### src/rtl/issue_unit_pkg.sv
// Shared lane/FSM types and the ROB tag width for the issue unit.
`ifndef ROB_TAG_LEN
`define ROB_TAG_LEN 6
`endif

package issue_unit_pkg;

    localparam int NUM_LANES = 4;
    localparam int TAG_W     = `ROB_TAG_LEN;

    typedef enum logic [1:0] {
        LANE_LSU  = 2'd0,
        LANE_MULT = 2'd1,
        LANE_BTU  = 2'd2,
        LANE_ALU  = 2'd3
    } fu_lane_e;

    typedef enum logic [1:0] {
        LSU_IDLE  = 2'd0,
        LSU_BUSY  = 2'd1,
        LSU_DRAIN = 2'd2
    } lsu_state_e;

endpackage

### src/rtl/fu_latency_pipe.sv
// Valid+tag shift register modelling a fixed-latency FU; flush drops everything in flight.
module fu_latency_pipe
    import issue_unit_pkg::*;
#(
    parameter int DEPTH = 1
) (
    input  logic             i_clk,
    input  logic             i_reset_n,
    input  logic             i_flush,
    input  logic             i_valid,
    input  logic [TAG_W-1:0] i_tag,
    output logic             o_valid,
    output logic [TAG_W-1:0] o_tag
);

    logic [DEPTH-1:0]            r_valid;
    logic [DEPTH-1:0][TAG_W-1:0] r_tag;
    logic [TAG_W-1:0]            w_tag_in;

    // Tags of empty slots are held at zero so the output tag needs no gating.
    assign w_tag_in = i_valid ? i_tag : {TAG_W{1'b0}};

    if (DEPTH == 1) begin : g_single
        // Single-stage pipe register.
        always_ff @(posedge i_clk or negedge i_reset_n) begin
            if (!i_reset_n) begin
                r_valid <= '0;
                r_tag   <= '0;
            end else if (i_flush) begin
                r_valid <= '0;
                r_tag   <= '0;
            end else begin
                r_valid <= i_valid;
                r_tag   <= w_tag_in;
            end
        end
    end else begin : g_multi
        // Multi-stage shift toward the top slot.
        always_ff @(posedge i_clk or negedge i_reset_n) begin
            if (!i_reset_n) begin
                r_valid <= '0;
                r_tag   <= '0;
            end else if (i_flush) begin
                r_valid <= '0;
                r_tag   <= '0;
            end else begin
                r_valid <= {r_valid[DEPTH-2:0], i_valid};
                r_tag   <= {r_tag[DEPTH-2:0], w_tag_in};
            end
        end
    end

    assign o_valid = r_valid[DEPTH-1];
    assign o_tag   = r_tag[DEPTH-1];

endmodule

### src/rtl/issue_unit.sv
// Four-lane issue controller: grants, RS clears, completion wakeups and flush squash.
// Optional performance counters are built when ISSUE_UNIT_PERF_EN is defined.
module issue_unit
    import issue_unit_pkg::*;
#(
    parameter int MULT_LAT = 4
) (
    input  logic                            i_clk,
    input  logic                            i_reset_n,
    input  logic [NUM_LANES-1:0]            i_req_valid,
    input  logic [NUM_LANES-1:0][TAG_W-1:0] i_req_tag,
    input  logic                            i_flush,
    input  logic                            i_lsu_done,
    output logic [NUM_LANES-1:0]            o_issue_valid,
    output logic [NUM_LANES-1:0][TAG_W-1:0] o_issue_tag,
    output logic [NUM_LANES-1:0]            o_clear,
    output logic [NUM_LANES-1:0][TAG_W-1:0] o_clear_tag,
    output logic [NUM_LANES-1:0]            o_wakeup,
    output logic [NUM_LANES-1:0][TAG_W-1:0] o_wakeup_tag,
    output logic                            o_lsu_busy
`ifdef ISSUE_UNIT_PERF_EN
    ,
    output logic [NUM_LANES-1:0][31:0]      o_perf_issue_cnt,
    output logic [31:0]                     o_perf_flush_cnt
`endif
);

    lsu_state_e                      r_lsu_state;
    lsu_state_e                      w_lsu_state_nxt;
    logic [TAG_W-1:0]                r_lsu_tag;
    logic [TAG_W-1:0]                w_lsu_tag_nxt;
    logic                            r_lsu_wake;
    logic [TAG_W-1:0]                r_lsu_wake_tag;
    logic                            w_lsu_complete;
    logic                            w_lsu_free;
    logic [NUM_LANES-1:0]            w_grant;
    logic [NUM_LANES-1:0][TAG_W-1:0] w_grant_tag;
    logic                            w_alu_valid;
    logic                            w_btu_valid;
    logic                            w_mult_valid;
    logic [TAG_W-1:0]                w_alu_tag;
    logic [TAG_W-1:0]                w_btu_tag;
    logic [TAG_W-1:0]                w_mult_tag;

    assign w_lsu_complete = (r_lsu_state == LSU_BUSY) && i_lsu_done;
    assign w_lsu_free     = (r_lsu_state == LSU_IDLE) || w_lsu_complete;

    // Grant arbitration; nothing issues during flush or while reset is held.
    always_comb begin
        w_grant     = 4'b0000;
        w_grant_tag = '0;
        for (int j = 0; j < NUM_LANES; j++) begin
            if (i_req_valid[j] && i_reset_n && !i_flush &&
                ((j != int'(LANE_LSU)) || w_lsu_free)) begin
                w_grant[j]     = 1'b1;
                w_grant_tag[j] = i_req_tag[j];
            end else begin
                w_grant[j]     = 1'b0;
                w_grant_tag[j] = {TAG_W{1'b0}};
            end
        end
    end

    assign o_issue_valid = w_grant;
    assign o_issue_tag   = w_grant_tag;
    assign o_clear       = w_grant;
    assign o_clear_tag   = w_grant_tag;
    assign o_lsu_busy    = !w_lsu_free;

    // LSU next-state: a completing op can hand the lane straight to a new grant.
    always_comb begin
        w_lsu_state_nxt = r_lsu_state;
        w_lsu_tag_nxt   = r_lsu_tag;
        case (r_lsu_state)
            LSU_IDLE: begin
                if (w_grant[LANE_LSU]) begin
                    w_lsu_state_nxt = LSU_BUSY;
                    w_lsu_tag_nxt   = i_req_tag[LANE_LSU];
                end else begin
                    w_lsu_state_nxt = LSU_IDLE;
                end
            end
            LSU_BUSY: begin
                if (i_flush) begin
                    w_lsu_state_nxt = i_lsu_done ? LSU_IDLE : LSU_DRAIN;
                end else if (i_lsu_done) begin
                    if (w_grant[LANE_LSU]) begin
                        w_lsu_state_nxt = LSU_BUSY;
                        w_lsu_tag_nxt   = i_req_tag[LANE_LSU];
                    end else begin
                        w_lsu_state_nxt = LSU_IDLE;
                    end
                end else begin
                    w_lsu_state_nxt = LSU_BUSY;
                end
            end
            LSU_DRAIN: begin
                if (i_lsu_done) begin
                    w_lsu_state_nxt = LSU_IDLE;
                end else begin
                    w_lsu_state_nxt = LSU_DRAIN;
                end
            end
            default: begin
                w_lsu_state_nxt = LSU_IDLE;
            end
        endcase
    end

    // LSU state, held tag and registered completion wakeup.
    always_ff @(posedge i_clk or negedge i_reset_n) begin
        if (!i_reset_n) begin
            r_lsu_state    <= LSU_IDLE;
            r_lsu_tag      <= {TAG_W{1'b0}};
            r_lsu_wake     <= 1'b0;
            r_lsu_wake_tag <= {TAG_W{1'b0}};
        end else begin
            r_lsu_state    <= w_lsu_state_nxt;
            r_lsu_tag      <= w_lsu_tag_nxt;
            r_lsu_wake     <= w_lsu_complete && !i_flush;
            r_lsu_wake_tag <= (w_lsu_complete && !i_flush) ? r_lsu_tag : {TAG_W{1'b0}};
        end
    end

    fu_latency_pipe #(.DEPTH(1)) u_alu_pipe (
        .i_clk     (i_clk),
        .i_reset_n (i_reset_n),
        .i_flush   (i_flush),
        .i_valid   (w_grant[LANE_ALU]),
        .i_tag     (w_grant_tag[LANE_ALU]),
        .o_valid   (w_alu_valid),
        .o_tag     (w_alu_tag)
    );

    fu_latency_pipe #(.DEPTH(1)) u_btu_pipe (
        .i_clk     (i_clk),
        .i_reset_n (i_reset_n),
        .i_flush   (i_flush),
        .i_valid   (w_grant[LANE_BTU]),
        .i_tag     (w_grant_tag[LANE_BTU]),
        .o_valid   (w_btu_valid),
        .o_tag     (w_btu_tag)
    );

    fu_latency_pipe #(.DEPTH(MULT_LAT)) u_mult_pipe (
        .i_clk     (i_clk),
        .i_reset_n (i_reset_n),
        .i_flush   (i_flush),
        .i_valid   (w_grant[LANE_MULT]),
        .i_tag     (w_grant_tag[LANE_MULT]),
        .o_valid   (w_mult_valid),
        .o_tag     (w_mult_tag)
    );

    assign o_wakeup     = {w_alu_valid, w_btu_valid, w_mult_valid, r_lsu_wake};
    assign o_wakeup_tag = {w_alu_tag, w_btu_tag, w_mult_tag, r_lsu_wake_tag};

`ifdef ISSUE_UNIT_PERF_EN
    logic [NUM_LANES-1:0][31:0] r_perf_issue_cnt;
    logic [31:0]                r_perf_flush_cnt;

    // Saturating grant and flush counters.
    always_ff @(posedge i_clk or negedge i_reset_n) begin
        if (!i_reset_n) begin
            r_perf_issue_cnt <= '0;
            r_perf_flush_cnt <= 32'd0;
        end else begin
            for (int j = 0; j < NUM_LANES; j++) begin
                if (w_grant[j] && (r_perf_issue_cnt[j] != 32'hFFFF_FFFF)) begin
                    r_perf_issue_cnt[j] <= r_perf_issue_cnt[j] + 32'd1;
                end
            end
            if (i_flush && (r_perf_flush_cnt != 32'hFFFF_FFFF)) begin
                r_perf_flush_cnt <= r_perf_flush_cnt + 32'd1;
            end
        end
    end

    assign o_perf_issue_cnt = r_perf_issue_cnt;
    assign o_perf_flush_cnt = r_perf_flush_cnt;
`endif

endmodule

### config.mk
export PLATFORM = sky130hd
export DESIGN_NAME = issue_unit
export DESIGN_NICKNAME = d
export VERILOG_FILES = /design/src/rtl/issue_unit_pkg.sv /design/src/rtl/fu_latency_pipe.sv /design/src/rtl/issue_unit.sv
export SDC_FILE = /design/constraint.sdc
export NUM_CORES = 1
export LEC_CHECK = 0
export CORE_MARGIN = 5
export CORE_UTILIZATION = 41
export DETAILED_ROUTE_END_ITERATION = 12
export PLACE_DENSITY = 0.9
export RECOVER_POWER = 25
export SETUP_SLACK_MARGIN = 0.05
export SYNTH_ARGS = -nofsm -noshare
export SYNTH_HDL_FRONTEND = slang
export SYNTH_HIERARCHICAL = 1
export SYNTH_SLANG_ARGS = --single-unit
### constraint.sdc
create_clock -name i_clk -period 2.1 [get_ports i_clk]
set_input_delay 0.525 -clock i_clk [delete_from_list [all_inputs] [get_ports i_clk]]
set_output_delay 0.525 -clock i_clk [all_outputs]
set_load 0.05 [all_outputs]
After elaboration in Yosys (flattened, before gate mapping)

Index checks and enable logic that the tools add are counted.

Equal/unequal tests: 4
Muxes and demuxes: 27
Reductions and logical operators: 17

Operator list:

| kind                 | count |
|---|---|
| $mux W6              | 13 |
| $mux W24             | 1 |
| $pmux W6 S2          | 1 |
| $logic_and A1 B1 Y1  | 11 |
| $mux W1              | 7 |
| $mux W2              | 3 |
| $pmux W2 S3          | 1 |
| $mux W4              | 1 |
| $ne A2 B2 Y1 const B | 2 |
| $reduce_and A3 Y1    | 1 |
| $eq A2 B1 Y1 const B | 1 |
| $eq A2 B2 Y1 const B | 1 |
| $logic_not A1 Y1     | 2 |
| $logic_not A2 Y1     | 1 |
| $reduce_bool A2 Y1   | 1 |
| $logic_or A1 B1 Y1   | 1 |

Register bits: 57
Bits of input ports: 32
Word-level logic and storage cells: 61
Output and inout bits: 85

Longest topological paths before layout

Gate-level depths: netlist (run 1).

Word-level depth: 9
Mapped depth: 6
Depth with buffers taken out: 3

By module

Netlist (run 1), hierarchy kept.

Modules (own cells, without submodules):

| module                            | seq. area each (um^2) | cells an instance | times used | area an instance (um^2) |
|---|---|---|---|---|
| issue_unit                        | 375.4                 | 102               | 1          | 1012.2 |
| fu_latency_pipe at u_mult_pipe    | 700.7                 | 64                | 1          | 970.9 |
| fu_latency_pipe at u_alu_pipe ... | 175.2                 | 14                | 2          | 234.0 |

Worst setup path after synthesis (run 1)

Ideal clock, no wire load.

Path kind: input to output
Start: input i_reset_n
End: output o_issue_valid[2]
Stages on the path: 4
Arrival time: 1.746 ns
Path buffers: 2
Slack: -0.171 ns
Cell sequence: nor2b_1 -> clkbuf_1 -> and2_1 -> buf_4

Word-level cells in the longest chain between the ends: 3

Ends and longest elaborated chain:

| element                          | line             | source |
|---|---|---|
| start: declaration               | issue_unit.sv:9  | `input logic i_reset_n,` |
| $logic_and A1 B1 Y1 (2 in a row) | issue_unit.sv:53 | `if (i_req_valid[j] && i_reset_n && !i_flush &&` |
| $mux W1                          | issue_unit.sv:53 |  |
| end: declaration                 | issue_unit.sv:14 | `output logic [NUM_LANES-1:0] o_issue_valid,` |

No other way between the ends.

==> results.yml, run 1 <==
worst_setup_path:
  cp-end-kind: "output pin"
  cp_top_family: "simple AND/OR/NAND/NOR gates"
  cp_cell_sequence: "nor2_4, and3b_2, buf_6, and2_4, buf_12"
  timing.reg2reg.setup_slack_ns: 0.49
  r2r_start: "r_lsu_state[0]$_DFF_PN0_"
  worstPathRequired_ns: 1.57
  cp-start-kind: "flip-flop"
  critPathMaxFanout: 6
  path_class: "flip-flop to output pin"
  arrival_ns: 1.52
  r2r-end: "r_lsu_tag[5]$_DFFE_PN0P_"
  reg2regPathDepth: 7
  cp_num_buf_inv: 2
  slowest_stage: "dfrtp_1"
  cpPeakStageDelay_ns: 0.40
detailed_routing:
  vias: 1753
  routedWlPerCell_um: 16.40
  drtIter0Drc: 34
  routed_via_density: 4.601
  ant_nets: 0
  drt_first_pass_iters: 4
  drcViolationCount: 0
  routed_wl_um: 6247
clocking:
  clock_sinks: 57
  htreeDepth: 3
  root_buffer: "clkbuf_8"
  worstSkewPairLatency_ns: 0.33
  cts_made_buffers: 9
  path_clk_slew_ns: 0.07
  clock_path_buffers: 2
  cts_tree: "done"
  postCtsHoldBufs: 0
die:
  placementRows: 28
  die_area_um2: 7625
  start_util: 0.4189
  die-height_um: 87.32
  fp.dieW_um: 87.32
  core_um2: 5851
  io_pins: 117
global_routing:
  grt_pass1_wl_um: 10160
  antenna_found_initial: 0
  grt.overflow.total: 0
  grt_max_degree: 44
  gr-usage-all-layers: 0.1816
  grt_pass1_vias: 1931
finish:
  final_core_util: 0.7660
  area_growth_pct: 82.85
  final_nets: 334
  drive_gt1_frac: 0.4706
  n_antenna_cell: 0
synthesis:
  yosysSeqAreaShare: 0.5819
  yosysUniqueCellTypes: 19
  syn-num-nets: 226
  syn_inst: 194
  yosys_warnings: 6
  synth_top_area_share: 0.5819
  synthesis.area_um2: 2451
  synth.avg_cell_area_um2: 12.63
  ys_top_cells_by_area: "dfrtp_1, buf_4, nor2b_1"
  yosys.area.top_type: "dfrtp_1"
  ys_ff_latch: 57
timing:
  period_minus_slack_ns: 2.042
  post-route-period-util: 0.9722
  fmax_ghz: 0.4898
  finClkSkew_ns: 0.01053
  hold_viol: 0
  finalMaxSlewViolations: 0
  max-slew-margin-rel: 0.5272
  setup_violations: 0
  tns_ns: 0
  tightest_slew_ns: 0.7091
  setup_ws_ns: 0.05844
  grt_setup_unrepaired: "yes"
power_and_ir_drop:
  ir_worst_vdd_mv: 0.4897
  power_density_nw_per_um2: 614.2
  p_leak_nw: 2.210
status:
  status: "finished, final reports clean"
min_path:
  hold_path.class: "primary input to async pin"
placed_design:
  port-buffer-count: 116
  gp_congestion: 0.7863
  dpl_worst_slack_ns: -0.3292
  dpl.hpwl_um: 4510
run:
  drv_cap: 0
what timing repair did:
| item | 4_1_cts | 5_1_grt |
|---|---|---|
| setup endpoints to repair | 57 | 61 |
| pin swaps | 3 | 2 |
| gates resized for setup | 42 | 7 |
| buffers inserted | 11 | 3 |
| gates cloned | 1 | 0 |
metrics by stage:
step / area [µm²] / total power, mW / hold WS [ns] / std cells
5_1_grt: 4482 / 2.871 / 0.3886 / 381
6_report: 4482 / 2.753 / 0.3438 / 381
3_5_place_dp: 4073 / 1.655 / 0.4507 / 353
4_1_cts: 4499 / 2.781 / 0.1872 / 380
3_3_place_gp: 4073 / 1.643 / 0.4432 / 353
2_1_floorplan: 2537 / 1.410 / 0.2294 / 194
routing by layer:
metal  global-route usage  routed length (µm)  vias up
li1                     -                   -      807
met1               0.1983                2182      841
met2               0.2993                3221       93
met3              0.08325                 697       12
met4              0.08508                 146        0
met5                    0                   0        -
cell type report:
type | count | area, µm²
Clock buffer | 12 | 145.1
Sequential cell | 57 | 1426
Clock inverter | 3 | 65.06
Multi-Input combinational cell | 92 | 803.3
Fill cell | 315 | 1369
Timing Repair Buffer | 142 | 1948
Tap cell | 75 | 93.84
flip-flops by register name (all words and copies together), names as in the netlist:
name and flops:
u_alu_pipe/o_valid 1, r_lsu_state 2, u_btu_pipe/o_tag 6, u_mult_pipe/r_valid 4
u_btu_pipe/o_valid 1, u_mult_pipe/r_tag 18, r_lsu_wake 1, u_alu_pipe/o_tag 6
u_mult_pipe/o_tag 6, r_lsu_wake_tag 6, r_lsu_tag 6
synthesized netlist by cell type, drive strengths merged:
| master | number |
|---|---|
| and3b | 19 |
| buf | 42 |
| dfrtp | 57 |
| clkbuf | 3 |
| nor2b | 23 |
| and2 | 15 |
| and3 | 19 |
| or2b | 1 |
| nor2 | 2 |
| and2b | 2 |
| nand2b | 1 |
| mux2 | 7 |
| a21boi | 1 |
| nand2 | 2 |
cells by family (layout without fill, tap and decap cells):
group,after synthesis,in the layout,synth area share
buffers and inverters,45,157,0.1394
and+or+nand+nor,84,84,0.2389
AOI/OAI and AO/OA,1,1,0.003064
DFF,57,57,0.5819
muxes,7,7,0.03675
worst max-delay path by stage:
stage,from,to,slack [ns],cells after the start
5_1_grt,r_lsu_state[1]$_DFF_PN0_,o_issue_tag[0],-0.03,5
3_5_place_dp,i_flush,o_issue_tag[0],-0.33,6
3_3_place_gp,i_flush,o_issue_tag[0],-0.29,6
2_1_floorplan,i_reset_n,o_issue_valid[2],0.04,4
4_1_cts,r_lsu_state[1]$_DFF_PN0_,o_issue_tag[0],-0.03,6
6_report,r_lsu_state[1]$_DFF_PN0_,o_issue_tag[0],0.06,5
placed cells by master, fill, tap and decap left out, types with 4 or more instances in the layout:
| cell type | synthesis | routed |
|---|---|---|
| and2_4 | 0 | 8 |
| buf_12 | 0 | 58 |
| buf_4 | 38 | 20 |
| nor2b_1 | 23 | 23 |
| dlymetal6s2s_1 | 0 | 5 |
| and3b_1 | 13 | 12 |
| and3b_2 | 6 | 7 |
| and2_1 | 9 | 6 |
| mux2_2 | 4 | 4 |
| clkdlybuf4s50_1 | 0 | 47 |
| and3_4 | 0 | 18 |
| dfrtp_1 | 57 | 57 |
| clkbuf_8 | 0 | 10 |
report_power, final:
part | switching [mW] | internal [mW]
clock | 0.393 | 0.693
combinational | 0.257 | 0.261
sequential | 0.0162 | 1.13
total | 0.667 | 2.09
Note: power is estimated with default switching activity, not from simulation.
==> run 2, diff against run 1 <==
--- a/config.mk
+++ b/config.mk
@@ -5,8 +5,10 @@
 export SDC_FILE = /design/constraint.sdc
 export NUM_CORES = 1
 export LEC_CHECK = 0
+export CELL_PAD_IN_SITES_DETAIL_PLACEMENT = 1
+export CELL_PAD_IN_SITES_GLOBAL_PLACEMENT = 1
 export CORE_MARGIN = 5
-export CORE_UTILIZATION = 41
+export CORE_UTILIZATION = 31
 export DETAILED_ROUTE_END_ITERATION = 12
 export PLACE_DENSITY = 0.9
 export RECOVER_POWER = 25
==> results.yml, run 2 (synthesis results as in run 1) <==
worst_setup_path:
  timing.critical_path.mode_cell: "buf_12"
  path_class: "flip-flop to output pin"
  worstPathRequired_ns: 1.57
  arrival_ns: 1.56
  cp-end-kind: "output pin"
  critPathMaxFanout: 7
  reg2regPathDepth: 7
  cpPeakStageDelay_ns: 0.42
  cp-start-kind: "flip-flop"
  slowest_stage: "dfrtp_1"
  cp_cell_sequence: "nor2_4, and3b_2, buf_12, and2_4, buf_12"
global_routing:
  antenna_found_initial: 0
  grt_pass1_vias: 2146
  gr-usage-all-layers: 0.1529
  grt_max_degree: 45
  grt_pass1_wl_um: 11360
  grt.overflow.total: 0
timing:
  max-slew-margin-rel: 0.2988
  hold_viol: 0
  finalMaxSlewViolations: 0
  post-route-period-util: 0.9947
  finClkSkew_ns: 0.005561
  period_minus_slack_ns: 2.089
  setup_ws_ns: 0.01105
  setup_violations: 0
  fmax_ghz: 0.4787
  grt_setup_unrepaired: "yes"
  tns_ns: 0
  tightest_slew_ns: 1.052
detailed_routing:
  routedWlPerCell_um: 17.63
  ant_nets: 0
  drcViolationCount: 0
  routed_wl_um: 7335
  drtIter0Drc: 22
  routed_via_density: 4.325
  vias: 1799
  drt_first_pass_iters: 3
clocking:
  clock_sinks: 57
  path_clk_slew_ns: 0.07
  worstSkewPairLatency_ns: 0.33
  cts_tree: "done"
  clock_path_buffers: 2
  cts_made_buffers: 9
  postCtsHoldBufs: 0
  htreeDepth: 3
  root_buffer: "clkbuf_8"
finish:
  largest_reg_flops: 18
  final_nets: 341
  final_cell_mix: "buf_12, dfrtp_1, clkdlybuf4s50_1"
  n_fill_cell: 729
  area_growth_pct: 88.97
  drive_gt1_frac: 0.5000
  n_antenna_cell: 0
  final_core_util: 0.5994
  regMostFlops: "u_mult_pipe/r_tag"
  final_common_cell: "buf_12"
die:
  start_util: 0.3172
  io_pins: 117
  die-height_um: 98.92
  fp.dieW_um: 98.92
  core_um2: 7727
  die_area_um2: 9785
  placementRows: 32
placed_design:
  dpl_worst_slack_ns: -0.3266
  port-buffer-count: 116
  dpl.hpwl_um: 5055
  gp_congestion: 0.6720
power_and_ir_drop:
  p_leak_nw: 2.296
  p_total_mw: 2.973
  power_density_nw_per_um2: 641.9
  ir_worst_vdd_mv: 0.3794
min_path:
  hold_path.class: "primary input to async pin"
run:
  drv_cap: 0
status:
  status: "finished, final reports clean"
## run 2: final timing paths
kind                                                 start                        endpoint  slack [ns]
max                               r_lsu_state[1]$_DFF_PN0_                  o_clear_tag[0]        0.01
min                                              i_reset_n   u_btu_pipe/o_tag[0]$_DFF_PN0_        0.42
max reg2reg                       r_lsu_state[1]$_DFF_PN0_        r_lsu_tag[4]$_DFFE_PN0P_        0.41
min reg2reg                u_mult_pipe/r_tag[15]$_DFF_PN0_  u_mult_pipe/o_tag[3]$_DFF_PN0_        0.46
max in group asynchronous                        i_reset_n        r_lsu_tag[1]$_DFFE_PN0P_        0.88
min in group i_clk                              i_lsu_done        r_lsu_state[1]$_DFF_PN0_        0.46
## run 2: cell type report
| class | instances | area (µm²) | share of cell area |
|---|---|---|---|
| Clock buffer | 10 | 137.6 | 0.02971 |
| Clock inverter | 6 | 115.1 | 0.02485 |
| Multi-Input combinational cell | 92 | 815.8 | 0.1761 |
| Sequential cell | 57 | 1426 | 0.3079 |
| Tap cell | 102 | 127.6 | 0.02755 |
| Timing Repair Buffer | 149 | 2009 | 0.4338 |
## run 2: layer usage
metal / global-route usage / vias to the layer above / wire (µm)
li1: - / 823 / -
met4: 0.07143 / 0 / 109
met3: 0.05662 / 9 / 652
met1: 0.1433 / 887 / 2373
met5: 0 / - / 0
met2: 0.2898 / 80 / 4199
## run 2: what timing repair did
action,in CTS,in global routing
pin swaps,3,2
endpoints found under the setup margin,60,63
resized for setup,38,19
buffers inserted,16,2
gates cloned,1,1
## run 2: worst max-delay path, delay by kind of cell, from the launching register on
kind | cells | cell delay [ns]
buffers and inverters | 2 | 0.27
flip-flops | 1 | 0.42
AND/OR/NAND/NOR | 3 | 0.54
## run 2: metrics by stage
stage,hold WS [ns],instances,instance area [µm²]
2_1_floorplan,0.2294,194,2537
3_3_place_gp,0.4454,382,4121
3_5_place_dp,0.4519,382,4121
4_1_cts,0.1791,414,4606
5_1_grt,0.4601,416,4632
6_report,0.4204,416,4632
## run 2: power breakdown
part / switching (mW) / internal [mW] / total [mW] / leakage (nW)
clock: 0.458 / 0.824 / 1.28 / 0.123
combinational: 0.270 / 0.273 / 0.543 / 1.39
sequential: 0.0179 / 1.13 / 1.15 / 0.781
total: 0.746 / 2.23 / 2.97 / 2.30
==> run 3, diff against run 2 <==
--- a/config.mk
+++ b/config.mk
@@ -17,3 +17,4 @@
 export SYNTH_HDL_FRONTEND = slang
 export SYNTH_HIERARCHICAL = 1
 export SYNTH_SLANG_ARGS = --single-unit
+export TNS_END_PERCENT = 50
==> results.yml, run 3 (synthesis results as in run 1) <==
timing:
  period_minus_slack_ns: 2.040
  grt_setup_unrepaired: "yes"
  finClkSkew_ns: 0.005722
  finalMaxSlewViolations: 0
  hold_viol: 0
  post-route-period-util: 0.9714
  fmax_ghz: 0.4902
  tightest_slew_ns: 1.059
  setup_violations: 0
  max-slew-margin-rel: 0.2942
  setup_ws_ns: 0.05998
clocking:
  htreeDepth: 3
  clock_path_buffers: 2
  clock_sinks: 57
  cts_tree: "done"
  cts_made_buffers: 9
  root_buffer: "clkbuf_8"
  path_clk_slew_ns: 0.08
  postCtsHoldBufs: 0
  worstSkewPairLatency_ns: 0.33
detailed_routing:
  drcViolationCount: 0
  routedWlPerCell_um: 17.12
  routed_wl_um: 7137
  drt_first_pass_iters: 3
  routed_via_density: 4.345
  drtIter0Drc: 25
  ant_nets: 0
  vias: 1812
worst_setup_path:
  arrival_ns: 1.52
  cp_num_buf_inv: 4
  cp_cell_sequence: "nand2b_4, and3b_2, buf_6, buf_12, buf_16, buf_12"
  worstPathRequired_ns: 1.57
  slowest_stage: "dfrtp_1"
  cp_top_family: "buffers and inverters"
  cp-start-kind: "flip-flop"
  cp-end-kind: "output pin"
  path_class: "flip-flop to output pin"
  critPathMaxFanout: 2
  timing.critical_path.mode_cell: "buf_12"
  cpPeakStageDelay_ns: 0.40
global_routing:
  grt.overflow.total: 0
  grt_pass1_vias: 2144
  grt_pass1_wl_um: 11180
  grt_max_degree: 45
  antenna_found_initial: 0
  gr-usage-all-layers: 0.1499
finish:
  largest_reg_flops: 18
  n_antenna_cell: 0
  postLayoutCellArea_um2: 4616
  final_core_util: 0.5973
  area_growth_pct: 88.31
  final_nets: 342
  final_cell_mix: "buf_12, dfrtp_1, clkdlybuf4s50_1"
  final_common_cell: "buf_12"
  regMostFlops: "u_mult_pipe/r_tag"
  drive_gt1_frac: 0.4952
placed_design:
  dpl.hpwl_um: 5055
  placement.cell_area_um2: 4121
  port-buffer-count: 116
  gp_congestion: 0.6720
  dpl_worst_slack_ns: -0.3266
die:
  start_util: 0.3172
  placementRows: 32
  die-height_um: 98.92
  core_um2: 7727
  die_area_um2: 9785
  fp.dieW_um: 98.92
  io_pins: 117
power_and_ir_drop:
  ir_worst_vdd_mv: 0.3648
  power_density_nw_per_um2: 643.6
  p_leak_nw: 2.197
status:
  status: "finished, final reports clean"
run:
  drv_cap: 0
min_path:
  hold_path.class: "primary input to async pin"
-- run 3: changes by cell type in the layout (fill, tap and decap cells not counted), moves of 4 or more --
| cell | delta |
|---|---|
| clkdlybuf4s50_1 | +6 |
| dlymetal6s2s_1 | -6 |
| and3_2 | +4 |
| and3_4 | -4 |
-- run 3: per-layer routing --
metal / routed length [µm] / track usage
met3: 654 / 0.05874
met4: 180 / 0.07353
met5: 0 / 0
met1: 2311 / 0.1402
met2: 3991 / 0.2805
-- run 3: what timing repair did --
item                       4_1_cts  5_1_grt
pin swaps                        3        2
setup buffers                   16        2
gates resized for setup         33       12
gates cloned                     1        1
setup endpoints to repair       60       63
-- run 3: stage by stage --
| stage | hold WS (ns) | total power, mW | TNS [ns] | std cells |
|---|---|---|---|---|
| after floorplan | 0.2294 | 1.410 | 0 | 194 |
| after global placement | 0.4454 | 1.646 | -11.46 | 382 |
| after detailed placement | 0.4519 | 1.666 | -13.72 | 382 |
| after CTS | 0.1791 | 2.998 | -0.2154 | 414 |
| after global routing | 0.4624 | 3.087 | 0 | 417 |
| final | 0.3811 | 2.971 | 0 | 417 |
-- run 3: power breakdown --
part | leakage [nW] | total (mW) | switching, mW | internal [mW]
Sequential | 0.781 | 1.15 | 0.0176 | 1.13
Combinational | 1.29 | 0.540 | 0.267 | 0.273
Clock | 0.123 | 1.28 | 0.458 | 0.824
-- run 3: final timing paths --
path                                                 start                              to  slack, ns  depth (start not counted)
hold reg to reg            u_mult_pipe/r_tag[15]$_DFF_PN0_  u_mult_pipe/o_tag[3]$_DFF_PN0_       0.46                          1
setup / recovery                  r_lsu_state[0]$_DFF_PN0_                o_issue_valid[0]       0.06                          6
min in group i_clk                              i_lsu_done        r_lsu_state[1]$_DFF_PN0_       0.46                          3
hold / removal                                   i_reset_n    u_btu_pipe/o_valid$_DFF_PN0_       0.38                          2
max in group asynchronous                        i_reset_n        r_lsu_tag[1]$_DFFE_PN0P_       0.90                          2
setup reg to reg                  r_lsu_state[0]$_DFF_PN0_        r_lsu_tag[4]$_DFFE_PN0P_       0.34                          8
-- run 3: worst reg2reg max path, delay by kind of cell (launching register included) --
| family | cells | cell delay (ns) |
|---|---|---|
| DFF | 1 | 0.40 |
| muxes | 1 | 0.29 |
| and+or+nand+nor | 2 | 0.30 |
| buffers and inverters | 5 | 0.65 |
-- run 3: final cells by class --
cell class	instances	area, µm²
fill	734	3112
tap	102	127.6
timing repair buffer	150	2014
multi-input combinational	92	794.5
sequential	57	1426
clock inverter	6	115.1
clock buffer	10	137.6
